<file path="src/rtl/daq_regbank_pkg.sv">
// Shared types and address decode for the DAQ host register bank.
package daq_regbank_pkg;

  localparam int DEF_WIDTH      = 8;
  localparam int DEF_DEPTH      = 16;
  localparam int DEF_N_CH       = 4;
  localparam int DEF_CONV_BYTES = 3;

  typedef enum logic [1:0] {
    REG_CTRL,
    REG_CONV,
    REG_STATUS,
    REG_NONE
  } region_e;

  typedef struct packed {
    region_e    region;
    logic [7:0] ch;
    logic [7:0] bsel;
  } dec_t;

  // Control block first, then CONV_BYTES registers per channel (MSB first), then STATUS.
  function automatic dec_t decode(input int addr, input int depth, input int n_ch,
                                  input int conv_bytes);
    dec_t d;
    int   off;
    d.region = REG_NONE;
    d.ch     = '0;
    d.bsel   = '0;
    off      = addr - depth;
    if (addr < depth) begin
      d.region = REG_CTRL;
    end else if (off < n_ch * conv_bytes) begin
      d.region = REG_CONV;
      d.ch     = 8'(off / conv_bytes);
      d.bsel   = 8'(off % conv_bytes);
    end else if (off == n_ch * conv_bytes) begin
      d.region = REG_STATUS;
    end
    return d;
  endfunction

  function automatic region_e region_of(input int addr, input int depth, input int n_ch,
                                        input int conv_bytes);
    dec_t d;
    d = decode(addr, depth, n_ch, conv_bytes);
    return d.region;
  endfunction

endpackage

</file>
<file path="src/rtl/conv_channel_slot.sv">
// Per-channel conversion storage: live word, read snapshot, unread and sticky overrun flags.
module conv_channel_slot #(
  parameter  int WIDTH      = 8,
  parameter  int CONV_BYTES = 3,
  localparam int CONV_W     = WIDTH * CONV_BYTES,
  localparam int SH_W       = CONV_W - WIDTH
) (
  input  logic              clock_i,
  input  logic              reset_i,
  input  logic              clear_i,
  input  logic              conv_hit_i,
  input  logic              snap_i,
  input  logic              status_rd_i,
  input  logic [CONV_W-1:0] conv_data_i,
  input  logic [7:0]        byte_sel_i,
  output logic [CONV_W-1:0] live_o,
  output logic [WIDTH-1:0]  rd_byte_o,
  output logic              overrun_o
);

  logic [CONV_W-1:0] live;
  // The MSB is always served from live, so only the lower bytes need a shadow copy.
  logic [SH_W-1:0]   shadow;
  logic              unread;
  logic              overrun;

  always_ff @(posedge clock_i or posedge reset_i) begin
    if (reset_i) begin
      live    <= '0;
      shadow  <= '0;
      unread  <= 1'b0;
      overrun <= 1'b0;
    end else if (clear_i) begin
      live    <= '0;
      shadow  <= '0;
      unread  <= 1'b0;
      overrun <= 1'b0;
    end else begin
      if (conv_hit_i) live <= conv_data_i;
      if (snap_i) shadow <= live[SH_W-1:0];
      if (conv_hit_i) unread <= 1'b1;
      else if (snap_i) unread <= 1'b0;
      overrun <= (overrun && !status_rd_i) || (conv_hit_i && unread && !snap_i);
    end
  end

  always_comb begin
    rd_byte_o = live[CONV_W-1 -: WIDTH];
    for (int k = 1; k < CONV_BYTES; k++) begin
      if (byte_sel_i == 8'(k)) rd_byte_o = shadow[(CONV_BYTES-1-k)*WIDTH +: WIDTH];
    end
  end

  assign live_o    = live;
  assign overrun_o = overrun;

endmodule

</file>
<file path="src/rtl/daq_register_bank.sv">
// Host register bank: RW control block, per-channel conversion readback with MSB snapshot, sticky overrun STATUS.
module daq_register_bank
  import daq_regbank_pkg::*;
#(
  parameter  int WIDTH      = DEF_WIDTH,
  parameter  int DEPTH      = DEF_DEPTH,
  parameter  int N_CH       = DEF_N_CH,
  parameter  int CONV_BYTES = DEF_CONV_BYTES,
  localparam int CONV_W     = CONV_BYTES * WIDTH,
  localparam int ADDR_W     = $clog2(DEPTH + N_CH * CONV_BYTES + 1),
  localparam int CH_W       = (N_CH > 1) ? $clog2(N_CH) : 1
) (
  input  logic                   clock_i,
  input  logic                   reset_i,
  input  logic                   clear_i,
  input  logic [ADDR_W-1:0]      sel_in_i,
  input  logic                   load_i,
  input  logic [WIDTH-1:0]       in_i,
  input  logic [ADDR_W-1:0]      sel_out_i,
  input  logic                   read_i,
  output logic [WIDTH-1:0]       out_o,
  output logic                   out_valid_o,
  output logic                   write_err_o,
  input  logic                   conv_valid_i,
  input  logic [CH_W-1:0]        conv_ch_i,
  input  logic [CONV_W-1:0]      conv_data_i,
  output logic [N_CH*CONV_W-1:0] out_conversion_o,
  output logic [N_CH-1:0]        overrun_o
);

  localparam int CI_W = (DEPTH > 1) ? $clog2(DEPTH) : 1;

  logic [WIDTH-1:0] ctrl    [DEPTH];
  logic [WIDTH-1:0] ch_byte [N_CH];
  logic [WIDTH-1:0] conv_byte;
  dec_t             rd_dec;
  region_e          wr_region;
  logic             status_rd;

  assign rd_dec    = decode(int'(sel_out_i), DEPTH, N_CH, CONV_BYTES);
  assign wr_region = region_of(int'(sel_in_i), DEPTH, N_CH, CONV_BYTES);
  assign status_rd = read_i && (rd_dec.region == REG_STATUS);

  for (genvar c = 0; c < N_CH; c++) begin : g_ch
    logic conv_hit;
    logic snap;

    assign conv_hit = conv_valid_i && (conv_ch_i == CH_W'(c));
    assign snap     = read_i && (rd_dec.region == REG_CONV) &&
                      (rd_dec.ch == 8'(c)) && (rd_dec.bsel == 8'd0);

    conv_channel_slot #(
      .WIDTH      (WIDTH),
      .CONV_BYTES (CONV_BYTES)
    ) u_slot (
      .clock_i     (clock_i),
      .reset_i     (reset_i),
      .clear_i     (clear_i),
      .conv_hit_i  (conv_hit),
      .snap_i      (snap),
      .status_rd_i (status_rd),
      .conv_data_i (conv_data_i),
      .byte_sel_i  (rd_dec.bsel),
      .live_o      (out_conversion_o[c*CONV_W +: CONV_W]),
      .rd_byte_o   (ch_byte[c]),
      .overrun_o   (overrun_o[c])
    );
  end

  always_comb begin
    conv_byte = '0;
    for (int c = 0; c < N_CH; c++) begin
      if (rd_dec.ch == 8'(c)) conv_byte = ch_byte[c];
    end
  end

  always_ff @(posedge clock_i or posedge reset_i) begin
    if (reset_i) begin
      for (int i = 0; i < DEPTH; i++) ctrl[i] <= '0;
    end else if (clear_i) begin
      for (int i = 0; i < DEPTH; i++) ctrl[i] <= '0;
    end else if (load_i && (wr_region == REG_CTRL)) begin
      ctrl[sel_in_i[CI_W-1:0]] <= in_i;
    end
  end

  // Read data is sampled from pre-edge state, so same-cycle writes are not bypassed.
  always_ff @(posedge clock_i or posedge reset_i) begin
    if (reset_i) begin
      out_o       <= '0;
      out_valid_o <= 1'b0;
      write_err_o <= 1'b0;
    end else if (clear_i) begin
      out_valid_o <= 1'b0;
      write_err_o <= 1'b0;
    end else begin
      out_valid_o <= read_i;
      write_err_o <= load_i && (wr_region != REG_CTRL);
      if (read_i) begin
        case (rd_dec.region)
          REG_CTRL:   out_o <= ctrl[sel_out_i[CI_W-1:0]];
          REG_CONV:   out_o <= conv_byte;
          REG_STATUS: out_o <= WIDTH'(overrun_o);
          default:    out_o <= '0;
        endcase
      end
    end
  end

endmodule

</file>
<file path="config.mk">
export PLATFORM = sky130hd
export DESIGN_NAME = daq_register_bank
export DESIGN_NICKNAME = d
export VERILOG_FILES = /design/src/rtl/daq_regbank_pkg.sv /design/src/rtl/conv_channel_slot.sv /design/src/rtl/daq_register_bank.sv
export SDC_FILE = /design/constraint.sdc
export NUM_CORES = 1
export LEC_CHECK = 0
export CORE_MARGIN = 1.5
export CORE_UTILIZATION = 50
export DETAILED_ROUTE_END_ITERATION = 12
export PLACE_DENSITY = 0.7
export SLEW_MARGIN = 20
export SYNTH_ARGS = -nofsm -noshare
export SYNTH_HDL_FRONTEND = slang
export SYNTH_SLANG_ARGS = --single-unit
</file>
<file path="constraint.sdc">
create_clock -name clock_i -period 15.9 [get_ports clock_i]
set_clock_uncertainty 0.15 [all_clocks]
set_input_delay 3.975 -clock clock_i [delete_from_list [all_inputs] [get_ports clock_i]]
set_output_delay 3.975 -clock clock_i [all_outputs]
set_load 0.02 [all_outputs]
</file>
==> impl_metrics.yaml <==
worst_setup_path:
  crit_type: "in -> reg"
  crit_path_end_kind: "flip-flop"
  required_ps: 16110
  start_kind: "input pin"
  cp.arrival_ps: 11230
  ff2ff_path_depth: 6
  crit_path_max_fanout: 41
floorplanning:
  rows: 63
  ios: 160
  dieArea_mm2: 0.0312
  die_y_um: 177
  core_mm2: 0.0296
  start_util: 0.509
  die_x_um: 177
route:
  drt-total-wl_um: 42500
  drcViolationCount: 0
  vias: 11900
  wl_per_cell_um: 21.1
  drt_iter0_drc: 1146
  ant_nets: 0
  drt_pass1_iterations: 5
  vias_per_cell: 5.92
sta:
  max_freq_ghz: 0.0907
  setup_viol: 0
  period_share: 0.693
  slew_headroom: 0.240
  rsz0062_at_grt: "no"
  fin_ws_ps: 4880
  tightestPinTransition_ps: 1140
  final-hold-violation-count: 0
  drv_slew: 0
  fin_setup_tns_ps: 0
  period_minus_slack_ps: 11020
synthesis:
  synth.yosys.warnings: 0
  synthFlopType: "dfrtp_1"
  synth_cell_types: 70
  synth_edf_count: 0
  synth-async-reset-ratio: 1.00
  syn-instance-count: 1504
  synthAdderAreaFrac: 0.00415
  synth_top_family_by_area: "multiplexers"
  ys_seq_area_frac: 0.508
  synth_seq_cells: 306
  synthXorXnorAreaFrac: 0.00116
  synth-simple-area-share: 0.163
  syn_area_mm2: 0.0151
  synth_mux_area_frac: 0.189
  synthesis.nets: 1559
  synth.avg_cell_area_um2: 10.0
  synth_compound_area_frac: 0.0985
layout:
  fin_nets: 1650
  fin_area_mm2: 0.0179
  multi_input_area_mm2: 0.00691
  drive_gt1_frac: 0.0865
  area_growth_pct: 18.7
  fill_cells: 2536
  seqCellArea_mm2: 0.00766
  num_antenna_cells: 0
clock_tree:
  cts_sinks: 306
  worstSkewPairLatency_ps: 520
  cts_inserted_buffers: 34
  cts_resized: 0
  cts_tree: "done"
  cts_hold_buf: 0
  cts_setup_buffers: 0
  cts_root_buffer: "clkbuf_16"
  clk_pin_slew_worst_paths_ps: 60
  h-tree-depth: 2
  clock_path_buffers: 3
power_and_ir_drop:
  leakage_uw: 0.00826
  peakVddDrop_mv: 0.0727
  p_per_area_mw_per_mm2: 101
placement:
  place.gp.congestion: 0.851
  portBuffers: 159
  post-place-ws_ps: 4010
  dp_hpwl_um: 28500
  dpl_cell_area_mm2: 0.0168
flow_run:
  max-cap-violations: 0
grt:
  grt_pass1_wl_um: 66300
  grt_pass1_vias: 11500
  antenna_found_initial: 0
  grt_max_degree: 182
  track_usage: 0.276
  grt-ovfl-total: 0
status:
  outcome: "finished clean"
worst_hold_path:
  hold_path_depth: 2
  hold_path_class: "reg -> reg"
## placed cells by master, fill, tap and decap left out, types with 5 or more instances in the layout
master	n
mux4_2	40
clkbuf_1	9
a31oi_1	8
clkdlybuf4s50_1	156
a21o_1	5
dfrtp_1	306
a211o_1	5
nor2b_1	7
a211oi_1	10
a21oi_1	146
ha_1	5
buf_4	12
o31ai_1	6
nand2_1	262
a22oi_1	8
inv_1	9
nor3_1	13
clkbuf_8	6
clkbuf_16	35
nor2_1	204
clkinv_2	7
nand3_1	44
o21ai_0	24
mux2i_1	195
## sequential cells by signal, summed over array words and instances, names as in the netlist
name                   flops
ctrl                     128
g_ch.u_slot.live_o        96
g_ch.u_slot.overrun_o      4
g_ch.u_slot.shadow        64
g_ch.u_slot.unread         4
out_o                      8
out_valid_o                1
write_err_o                1
## stage by stage
stage | hold slack, ps | util | power [µW] | std cells
2_1_floorplan | 331 | - | 959 | 1504
3_3_place_gp | 347 | 0.566 | 1040 | 1949
3_5_place_dp | 359 | 0.566 | 1040 | 1949
4_1_cts | 372 | 0.604 | 1820 | 2009
5_1_grt | 388 | 0.604 | 1880 | 2009
6_report | 366 | 0.604 | 1810 | 2009
## layout make-up
| class | instances | share of cell area |
|---|---|---|
| flip-flops and latches | 306 | 0.428 |
| multi-input cells | 1070 | 0.386 |
| repair buffers | 172 | 0.0947 |
| clock buffers | 49 | 0.0546 |
| well taps | 390 | 0.0273 |
| clock inverters | 11 | 0.00713 |
| inverters | 11 | 0.00273 |
## report_power, final
| part | switching [µW] | internal [µW] |
|---|---|---|
| Combinational | 149 | 75.6 |
| Sequential | 12.1 | 791 |
| Clock | 320 | 462 |
## cells in the mapped netlist (all sizes together), types with 7 or more instances
| library cell | instances | area [µm²] |
|---|---|---|
| mux2i | 195 | 1950 |
| mux4 | 40 | 901 |
| inv | 11 | 41.3 |
| nor2b | 8 | 57.6 |
| clkbuf | 88 | 330 |
| nand3 | 46 | 235 |
| nor2 | 207 | 782 |
| o31ai | 7 | 52.6 |
| a31oi | 9 | 71.3 |
| a22oi | 8 | 60.1 |
| o21ai | 27 | 139 |
| nand2 | 265 | 1000 |
| nor3 | 15 | 85.1 |
| buf | 29 | 185 |
| a21oi | 147 | 739 |
| dfrtp | 306 | 7660 |
| a211oi | 10 | 75.1 |
## worst max-delay path, cell delays in order
cell and delay, ps:
buf_2 70, buf_4 490, inv_1 90, ha_1 300, nor2b_4 200, or4_4 500, nand2_1 130, ha_1 450
a31oi_4 110, xnor2_1 240, ha_1 370, o21bai_2 250, nor3_2 110, or2_4 260, ha_1 200, inv_1 120
nand2_2 110, or2_1 500, inv_2 450, mux2i_1 230, o2111a_1 820, nand3_2 750, a32oi_1 410, nor2_1 60
## logic make-up after synthesis
group	after synthesis
compound gates	247
buf+inv	128
simple gates	581
fa+ha+maj	5
xor+xnor	2
flops	306
mux	235
## routing by layer
layer,vias up,GRT usage,wire length (µm)
li1,5386,-,-
met1,6033,0.424,19400
met2,407,0.398,18900
met3,69,0.0462,3050
met4,0,0.0862,1140
met5,-,0,0
## worst paths after layout
kind / start / end / slack, ps
min in group asynchronous: reset_i / write_err_o / 3890
min: g_ch[1].u_slot.shadow[2] / g_ch[1].u_slot.shadow[2] / 370
min reg2reg: g_ch[1].u_slot.shadow[2] / g_ch[1].u_slot.shadow[2] / 370
max reg2reg: ctrl[34] / out_o[2] / 13460
max in group asynchronous: reset_i / g_ch[1].u_slot.shadow[10] / 10240
max: sel_out_i[1] / g_ch[3].u_slot.overrun_o / 4880
Note: power is estimated with default switching activity, not from simulation.
